--- src/rtl/rf_pkg.sv ---
// Shared widths, constants and the quarter-wave sine table for the RF modulator.
package rf_pkg;

  localparam int unsigned PHASE_W    = 32;
  localparam int unsigned LUT_AW     = 8;
  localparam int unsigned SIN_W      = 8;
  localparam int unsigned VID_W      = 6;
  localparam int unsigned AMP_W      = 6;
  localparam int unsigned RF_W       = 7;
  localparam int unsigned PROD_W     = 15;
  localparam int unsigned PROD_SHIFT = 7;
  localparam int unsigned QTR_AW     = 6;
  localparam int unsigned QTR_W      = 7;

  localparam logic [RF_W-1:0] RF_MID = 7'd64;

  // round(127*sin(2*pi*k/256)) for k = 0..63; k = 64 (127) is handled by the mirror logic
  function automatic logic [QTR_W-1:0] quarter_sin(input logic [QTR_AW-1:0] k);
    quarter_sin = '0;
    case (k)
      6'd0:  quarter_sin = 7'd0;   6'd1:  quarter_sin = 7'd3;   6'd2:  quarter_sin = 7'd6;   6'd3:  quarter_sin = 7'd9;
      6'd4:  quarter_sin = 7'd12;  6'd5:  quarter_sin = 7'd16;  6'd6:  quarter_sin = 7'd19;  6'd7:  quarter_sin = 7'd22;
      6'd8:  quarter_sin = 7'd25;  6'd9:  quarter_sin = 7'd28;  6'd10: quarter_sin = 7'd31;  6'd11: quarter_sin = 7'd34;
      6'd12: quarter_sin = 7'd37;  6'd13: quarter_sin = 7'd40;  6'd14: quarter_sin = 7'd43;  6'd15: quarter_sin = 7'd46;
      6'd16: quarter_sin = 7'd49;  6'd17: quarter_sin = 7'd51;  6'd18: quarter_sin = 7'd54;  6'd19: quarter_sin = 7'd57;
      6'd20: quarter_sin = 7'd60;  6'd21: quarter_sin = 7'd63;  6'd22: quarter_sin = 7'd65;  6'd23: quarter_sin = 7'd68;
      6'd24: quarter_sin = 7'd71;  6'd25: quarter_sin = 7'd73;  6'd26: quarter_sin = 7'd76;  6'd27: quarter_sin = 7'd78;
      6'd28: quarter_sin = 7'd81;  6'd29: quarter_sin = 7'd83;  6'd30: quarter_sin = 7'd85;  6'd31: quarter_sin = 7'd88;
      6'd32: quarter_sin = 7'd90;  6'd33: quarter_sin = 7'd92;  6'd34: quarter_sin = 7'd94;  6'd35: quarter_sin = 7'd96;
      6'd36: quarter_sin = 7'd98;  6'd37: quarter_sin = 7'd100; 6'd38: quarter_sin = 7'd102; 6'd39: quarter_sin = 7'd104;
      6'd40: quarter_sin = 7'd106; 6'd41: quarter_sin = 7'd107; 6'd42: quarter_sin = 7'd109; 6'd43: quarter_sin = 7'd111;
      6'd44: quarter_sin = 7'd112; 6'd45: quarter_sin = 7'd113; 6'd46: quarter_sin = 7'd115; 6'd47: quarter_sin = 7'd116;
      6'd48: quarter_sin = 7'd117; 6'd49: quarter_sin = 7'd118; 6'd50: quarter_sin = 7'd120; 6'd51: quarter_sin = 7'd121;
      6'd52: quarter_sin = 7'd122; 6'd53: quarter_sin = 7'd122; 6'd54: quarter_sin = 7'd123; 6'd55: quarter_sin = 7'd124;
      6'd56: quarter_sin = 7'd125; 6'd57: quarter_sin = 7'd125; 6'd58: quarter_sin = 7'd126; 6'd59: quarter_sin = 7'd126;
      6'd60: quarter_sin = 7'd126; 6'd61: quarter_sin = 7'd127; 6'd62: quarter_sin = 7'd127; 6'd63: quarter_sin = 7'd127;
      default: quarter_sin = '0;
    endcase
  endfunction

endpackage

--- src/rtl/rf_waever_if.sv ---
// Video-in / RF-sample-out bus between the modulator and its source/sink.
interface rf_waever_if;
  import rf_pkg::*;

  logic [VID_W-1:0] video;
  logic [RF_W-1:0]  rf;

  modport master (output video, input rf);
  modport slave  (input video, output rf);
endinterface

--- src/rtl/rf_sine_lut.sv ---
// Full-period signed sine from a 64-entry quarter-wave ROM; registered, 1-cycle latency.
module rf_sine_lut
  import rf_pkg::*;
(
  input  logic                     clk,
  input  logic                     rst_n,
  input  logic [LUT_AW-1:0]        idx_i,
  output logic signed [SIN_W-1:0]  sin_o
);

  logic [1:0]              quad_c;
  logic [QTR_AW-1:0]       low_c;
  logic [SIN_W-1:0]        mag_c;
  logic signed [SIN_W-1:0] sin_d, sin_q;

  assign quad_c = idx_i[LUT_AW-1 -: 2];
  assign low_c  = idx_i[QTR_AW-1:0];

  // Odd quadrants read the table backwards; their first entry is the peak, outside the table
  always_comb begin
    mag_c = '0;
    sin_d = '0;
    if (!quad_c[0]) begin
      mag_c = SIN_W'(quarter_sin(low_c));
    end else if (low_c == '0) begin
      mag_c = SIN_W'(127);
    end else begin
      mag_c = SIN_W'(quarter_sin(QTR_AW'(7'd64 - {1'b0, low_c})));
    end
    sin_d = quad_c[1] ? SIN_W'(8'd0 - mag_c) : mag_c;
  end

  always_ff @(posedge clk or negedge rst_n) begin
    if (!rst_n) sin_q <= '0;
    else        sin_q <= sin_d;
  end

  assign sin_o = sin_q;

endmodule

--- src/rtl/rf_waever.sv ---
// Negative-AM RF modulator: NCO + sine LUT carrier, envelope from composite video level.
module rf_waever
  import rf_pkg::*;
#(
  parameter logic [PHASE_W-1:0] PHASE_INC = 32'd1423781659,
  parameter int unsigned        RESIDUAL  = 6,
  parameter int unsigned        LPF_SHIFT = 0
) (
  input  logic        clk,
  input  logic        rst_n,
  rf_waever_if.slave  bus
);

  logic [PHASE_W-1:0]       phase_q, phase_d;
  logic [VID_W-1:0]         vid_c;
  logic [AMP_W-1:0]         env_c;
  logic [AMP_W-1:0]         amp_q, amp_d;
  logic signed [SIN_W-1:0]  sin_c;
  logic signed [PROD_W-1:0] prod_c;
  logic signed [SIN_W-1:0]  shf_c;
  logic [RF_W-1:0]          rf_q, rf_d;

  // Stage 1 video path: either a plain register or a first-order IIR smoother
  if (LPF_SHIFT == 0) begin : g_bypass
    logic [VID_W-1:0] vid_q;
    always_ff @(posedge clk or negedge rst_n) begin
      if (!rst_n) vid_q <= '0;
      else        vid_q <= bus.video;
    end
    assign vid_c = vid_q;
  end else begin : g_iir
    localparam int unsigned VF_W = VID_W + LPF_SHIFT;
    logic [VF_W-1:0]   vf_q, vf_d;
    logic signed [VF_W:0] diff_c;
    always_comb begin
      diff_c = $signed({1'b0, bus.video, {LPF_SHIFT{1'b0}}}) - $signed({1'b0, vf_q});
      vf_d   = vf_q + VF_W'(diff_c >>> LPF_SHIFT);
    end
    always_ff @(posedge clk or negedge rst_n) begin
      if (!rst_n) vf_q <= '0;
      else        vf_q <= vf_d;
    end
    assign vid_c = vf_q[VF_W-1 -: VID_W];
  end

  rf_sine_lut u_lut (
    .clk   (clk),
    .rst_n (rst_n),
    .idx_i (phase_q[PHASE_W-1 -: LUT_AW]),
    .sin_o (sin_c)
  );

  // Negative AM: sync tip gives full carrier, white is floored at the residual level
  always_comb begin
    phase_d = phase_q + PHASE_INC;
    env_c   = AMP_W'(63) - vid_c;
    amp_d   = (env_c < AMP_W'(RESIDUAL)) ? AMP_W'(RESIDUAL) : env_c;
    prod_c  = PROD_W'(sin_c) * PROD_W'($signed({1'b0, amp_q}));
    shf_c   = SIN_W'(prod_c >>> PROD_SHIFT);
    rf_d    = RF_MID + RF_W'(shf_c);
  end

  always_ff @(posedge clk or negedge rst_n) begin
    if (!rst_n) begin
      phase_q <= '0;
      amp_q   <= '0;
      rf_q    <= RF_MID;
    end else begin
      phase_q <= phase_d;
      amp_q   <= amp_d;
      rf_q    <= rf_d;
    end
  end

  assign bus.rf = rf_q;

endmodule

--- src/flat_wrapper.sv ---
// flat-port wrapper written by rule: the top's interface ports become plain ports
module rf_waever_flat import rf_pkg::*;
#(
  parameter logic [PHASE_W-1:0] PHASE_INC = 32'd1423781659,
  parameter int unsigned        RESIDUAL  = 6,
  parameter int unsigned        LPF_SHIFT = 0
)
  (clk, rst_n, bus_video, bus_rf);
  rf_waever_if bus_i ();
  input  logic clk;
  input  logic rst_n;
  input wire logic [$bits(bus_i.video)-1:0] bus_video;
  output wire logic [$bits(bus_i.rf)-1:0] bus_rf;
  assign bus_i.video = bus_video;
  assign bus_rf = bus_i.rf;
  rf_waever #(.PHASE_INC(PHASE_INC), .RESIDUAL(RESIDUAL), .LPF_SHIFT(LPF_SHIFT)) u_core (.clk(clk), .rst_n(rst_n), .bus(bus_i));
endmodule
--- config.mk ---
export PLATFORM = sky130hd
export DESIGN_NAME = rf_waever_flat
export DESIGN_NICKNAME = d
export VERILOG_FILES = /design/src/rtl/rf_pkg.sv /design/src/rtl/rf_waever_if.sv /design/src/rtl/rf_sine_lut.sv /design/src/rtl/rf_waever.sv /design/src/flat_wrapper.sv
export SDC_FILE = /design/constraint.sdc
export NUM_CORES = 1
export LEC_CHECK = 0
export BUFFER_PORTS_ARGS = -buffer_cell sky130_fd_sc_hd__buf_4
export CELL_PAD_IN_SITES_DETAIL_PLACEMENT = 1
export CELL_PAD_IN_SITES_GLOBAL_PLACEMENT = 2
export CORE_MARGIN = 5
export CORE_UTILIZATION = 44
export DETAILED_ROUTE_END_ITERATION = 8
export HOLD_SLACK_MARGIN = 0.02
export PLACE_DENSITY = 0.91
export SETUP_SLACK_MARGIN = 0.02
export SLEW_MARGIN = 20
export SYNTH_ARGS = -nofsm -noshare
export SYNTH_HDL_FRONTEND = slang
export SYNTH_HIERARCHICAL = 1
export SYNTH_SLANG_ARGS = --single-unit
--- constraint.sdc ---
create_clock -name clk -period 11.35 [get_ports clk]
set_input_delay 1.7025 -clock clk [delete_from_list [all_inputs] [get_ports clk]]
set_output_delay 1.7025 -clock clk [all_outputs]
set_load 0.02 [all_outputs]
==> out/results.ini <==
[setup_path]
critPathKind=flop to flop
cp-start-kind=flop
cp_num_cells=14
path_common_cell=fa_1
endpoint_kind=flop
crit-reg2reg-launch=u_core/amp_q[3]$_DFF_PN0_
cp.arrival_ns=4.71
crit_chain=and2_1 -> fa_1 -> inv_1 -> fa_1 -> inv_1 -> fa_1 -> fa_1 -> ha_1 -> a21o_1 -> a21oi_1 -> a31oi_1 -> o41ai_1 -> o21bai_1 -> xnor2_1
reg2reg_slack_ns=6.88
cpPeakStageDelay_ns=0.53
rr_endpoint=u_core/bus.rf[6]$_DFF_PN1_
cp_top_family=adder cells
slowest_stage=fa_1
worstRegToRegCells=14
crit_fanout=8
cp.required_ns=11.60
crit_buf_inv=2

[synthesis]
synth_nets=692
ys_seq_area_share_pct=26.29
synth_cell_types=77
synth_edf_count=0
synth-main-ff-cell=dfrtp_1
netlist_area_um2=5622
synth_seq_cells=59
syn_avg_cell_area_um2=9.111
async_reset_ff_share_pct=100.0
syn_inst=617
yosysWarningCount=6

[clock_tree]
clk_path_buf_depth=2
clkTransAtPathRegs_ns=0.05
cts_tree=done
post_cts_buffers=0
clock_sinks=59
hold_buffers=0
ctsResizeCount=0
insertion_delay_ns=0.33
numCtsBuffers=9
cts_root_buffer=clkbuf_16
htreeDepth=3

[pwr]
pwr-share-comb_pct=32.5
p_sw_mw=0.2385
p_int_mw=0.5257
pwr-share-clk_pct=36.6
power_frac_seq_pct=30.9
vdd_drop_max_uv=99.22
power_density_nw_per_um2=123.8
switching_share_pct=31.20
power.leakage_nw=2.664

[detailed_routing]
drtAntennaViolNets=0
drc=0
first_pass_iters=4
viasPerCell=5.720
vias=4559
totalWireLength_mm=14.82
drt-initial-drc-count=252
wire_per_inst_um=18.60

[worst_hold_path]
min_from=u_core/g_bypass.vid_q[0]$_DFF_PN0_
hold-path-endpoint=u_core/amp_q[0]$_DFF_PN0_
min_path_cells=1
worstHoldPathType=flop to flop

[timing]
setup_tns_ns=0
post-route-period-util_pct=39.37
finClkSkew_ns=0.009060
timing.final.crit_period_ns=4.468
hold_viol=0
setup_viol=0
rsz0062_at_grt=false
whs_ns=0.4025
relSlewSlack_pct=38.47
maxSlewViolCount=0
fmax_mhz=223.8
worst_pin_slew_ns=0.9229

[grt]
overflow=0
track_usage_pct=21.03
antenna_found_initial=0
grt_pass1_vias=4904
grt_max_degree=65
grt_pass1_wl_mm=25.12

[die]
core_area_um2=12570
dieArea_um2=15140
ios=15
die_x_um=123.0
start_util_pct=44.73
row_count=41
die_h_um=123.0

[layout]
drive_above_1_share_pct=10.72
syn_to_final_growth_pct=9.793
diodes=0
nets=695
fillers=1455
postLayoutCellArea_um2=6172

[outcome]
status=complete, no violations

[placement]
port_buffers=14
postPlaceCellArea_um2=5858
place.gp.congestion=0.9000
dp_hpwl_mm=10.75

[run]
max_cap_violations=0

[worst reg2reg max path: cells and delay by family, from the launching register on]
kind / cells / cell delay [ns]
compound gates: 5 / 1.17
xor+xnor: 1 / 0.16
fa+ha+maj: 5 / 2.32
buf+inv: 2 / 0.11
flops: 1 / 0.45
simple gates: 1 / 0.19
[per-stage QoR]
step | util, % | setup WS [ns] | power (mW) | instances
floorplan | - | 7.210 | 0.4222 | 617
global route | 49.11 | 6.587 | 0.8265 | 797
detailed placement | 46.61 | 6.870 | 0.4927 | 781
global placement | 46.61 | 6.987 | 0.4740 | 781
finish | 49.11 | 6.882 | 0.7642 | 797
CTS | 49.11 | 6.836 | 0.7795 | 797
[power groups by stage]
stage                     combinational (mW)  sequential, mW  clock [mW]
final                                  0.249           0.236       0.280
after floorplan                        0.169           0.253           0
after CTS                              0.256           0.236       0.288
after detailed placement               0.253           0.240           0
after global placement                 0.235           0.239           0
after global routing                   0.290           0.237       0.299
[registers in the layout (all words and copies together) (netlist names)]
register               flops
u_core/phase_q            32
u_core/u_lut/sin_o         8
u_core/bus.rf              7
u_core/amp_q               6
u_core/g_bypass.vid_q      6
[Yosys cell counts (9+ instances only)]
| master | instances | area share, % |
|---|---|---|
| dfrtp_1 | 58 | 26 |
| xor2_1 | 16 | 2.5 |
| ha_1 | 35 | 7.8 |
| fa_1 | 32 | 11 |
| inv_1 | 65 | 4.3 |
| and2_1 | 40 | 4.5 |
| clkbuf_1 | 15 | 1.0 |
| buf_2 | 11 | 0.98 |
| nand3_1 | 9 | 0.80 |
| nor2_1 | 32 | 2.1 |
| nor3_1 | 13 | 1.2 |
| xnor2_1 | 33 | 5.1 |
| o21ai_0 | 24 | 2.1 |
| nand2b_1 | 14 | 1.6 |
| nand2_1 | 40 | 2.7 |
| a21oi_1 | 24 | 2.1 |
[how the worst max path moves through the flow]
stage | startpoint | endpoint | slack, ns
2_1_floorplan | u_core/amp_q[3]$_DFF_PN0_ | u_core/bus.rf[6]$_DFF_PN1_ | 7.21
3_3_place_gp | u_core/amp_q[3]$_DFF_PN0_ | u_core/bus.rf[6]$_DFF_PN1_ | 6.99
3_5_place_dp | u_core/amp_q[3]$_DFF_PN0_ | u_core/bus.rf[6]$_DFF_PN1_ | 6.87
4_1_cts | u_core/amp_q[3]$_DFF_PN0_ | u_core/bus.rf[6]$_DFF_PN1_ | 6.84
5_1_grt | u_core/amp_q[3]$_DFF_PN0_ | u_core/bus.rf[6]$_DFF_PN1_ | 6.59
6_report | u_core/amp_q[3]$_DFF_PN0_ | u_core/bus.rf[6]$_DFF_PN1_ | 6.88
[final cells by class]
cell class              count  area [um2]  share of cell area [%]
repair buffers             19       142.6                   2.311
inverters                  67       251.5                   4.075
flip-flops and latches     59        1479                   23.96
clock inverters             5       61.31                  0.9933
multi-input cells         464        3770                   61.08
clock buffers              11       252.7                   4.095
well taps                 172       215.2                   3.487
[placed cells by master (no fill, tap or decap), drive strengths merged, types with 6 or more instances in the layout]
| cell | count |
|---|---|
| and2 | 40 |
| or2 | 10 |
| a21oi | 25 |
| nor3 | 13 |
| xor2 | 16 |
| ha | 35 |
| a221oi | 6 |
| a31oi | 8 |
| o2111ai | 6 |
| nor2 | 32 |
| buf | 19 |
| clkbuf | 11 |
| inv | 66 |
| fa | 32 |
| mux2i | 7 |
| nand3 | 9 |
| dfrtp | 58 |
| nand2 | 40 |
| o21ai | 26 |
| xnor2 | 33 |
| nand2b | 14 |
| nor3b | 6 |
| nor2b | 8 |
| a21o | 6 |
| a211oi | 6 |
[layer usage]
layer | track usage, % | vias to the layer above | wire length (um)
li1 | - | 2163 | -
met1 | 27.04 | 2297 | 6536
met2 | 36.97 | 82 | 7529
met3 | 4.117 | 17 | 591
met4 | 4.291 | 0 | 165
met5 | 0 | - | 0
[kinds of logic after synthesis]
logic type | synth area share [%]
simple gates | 19.34
xor+xnor | 7.634
compound gates | 18.45
mux | 2.448
buf+inv | 6.654
fa+ha+maj | 19.19
flops | 26.29
Power figures use the tool's default switching activity.
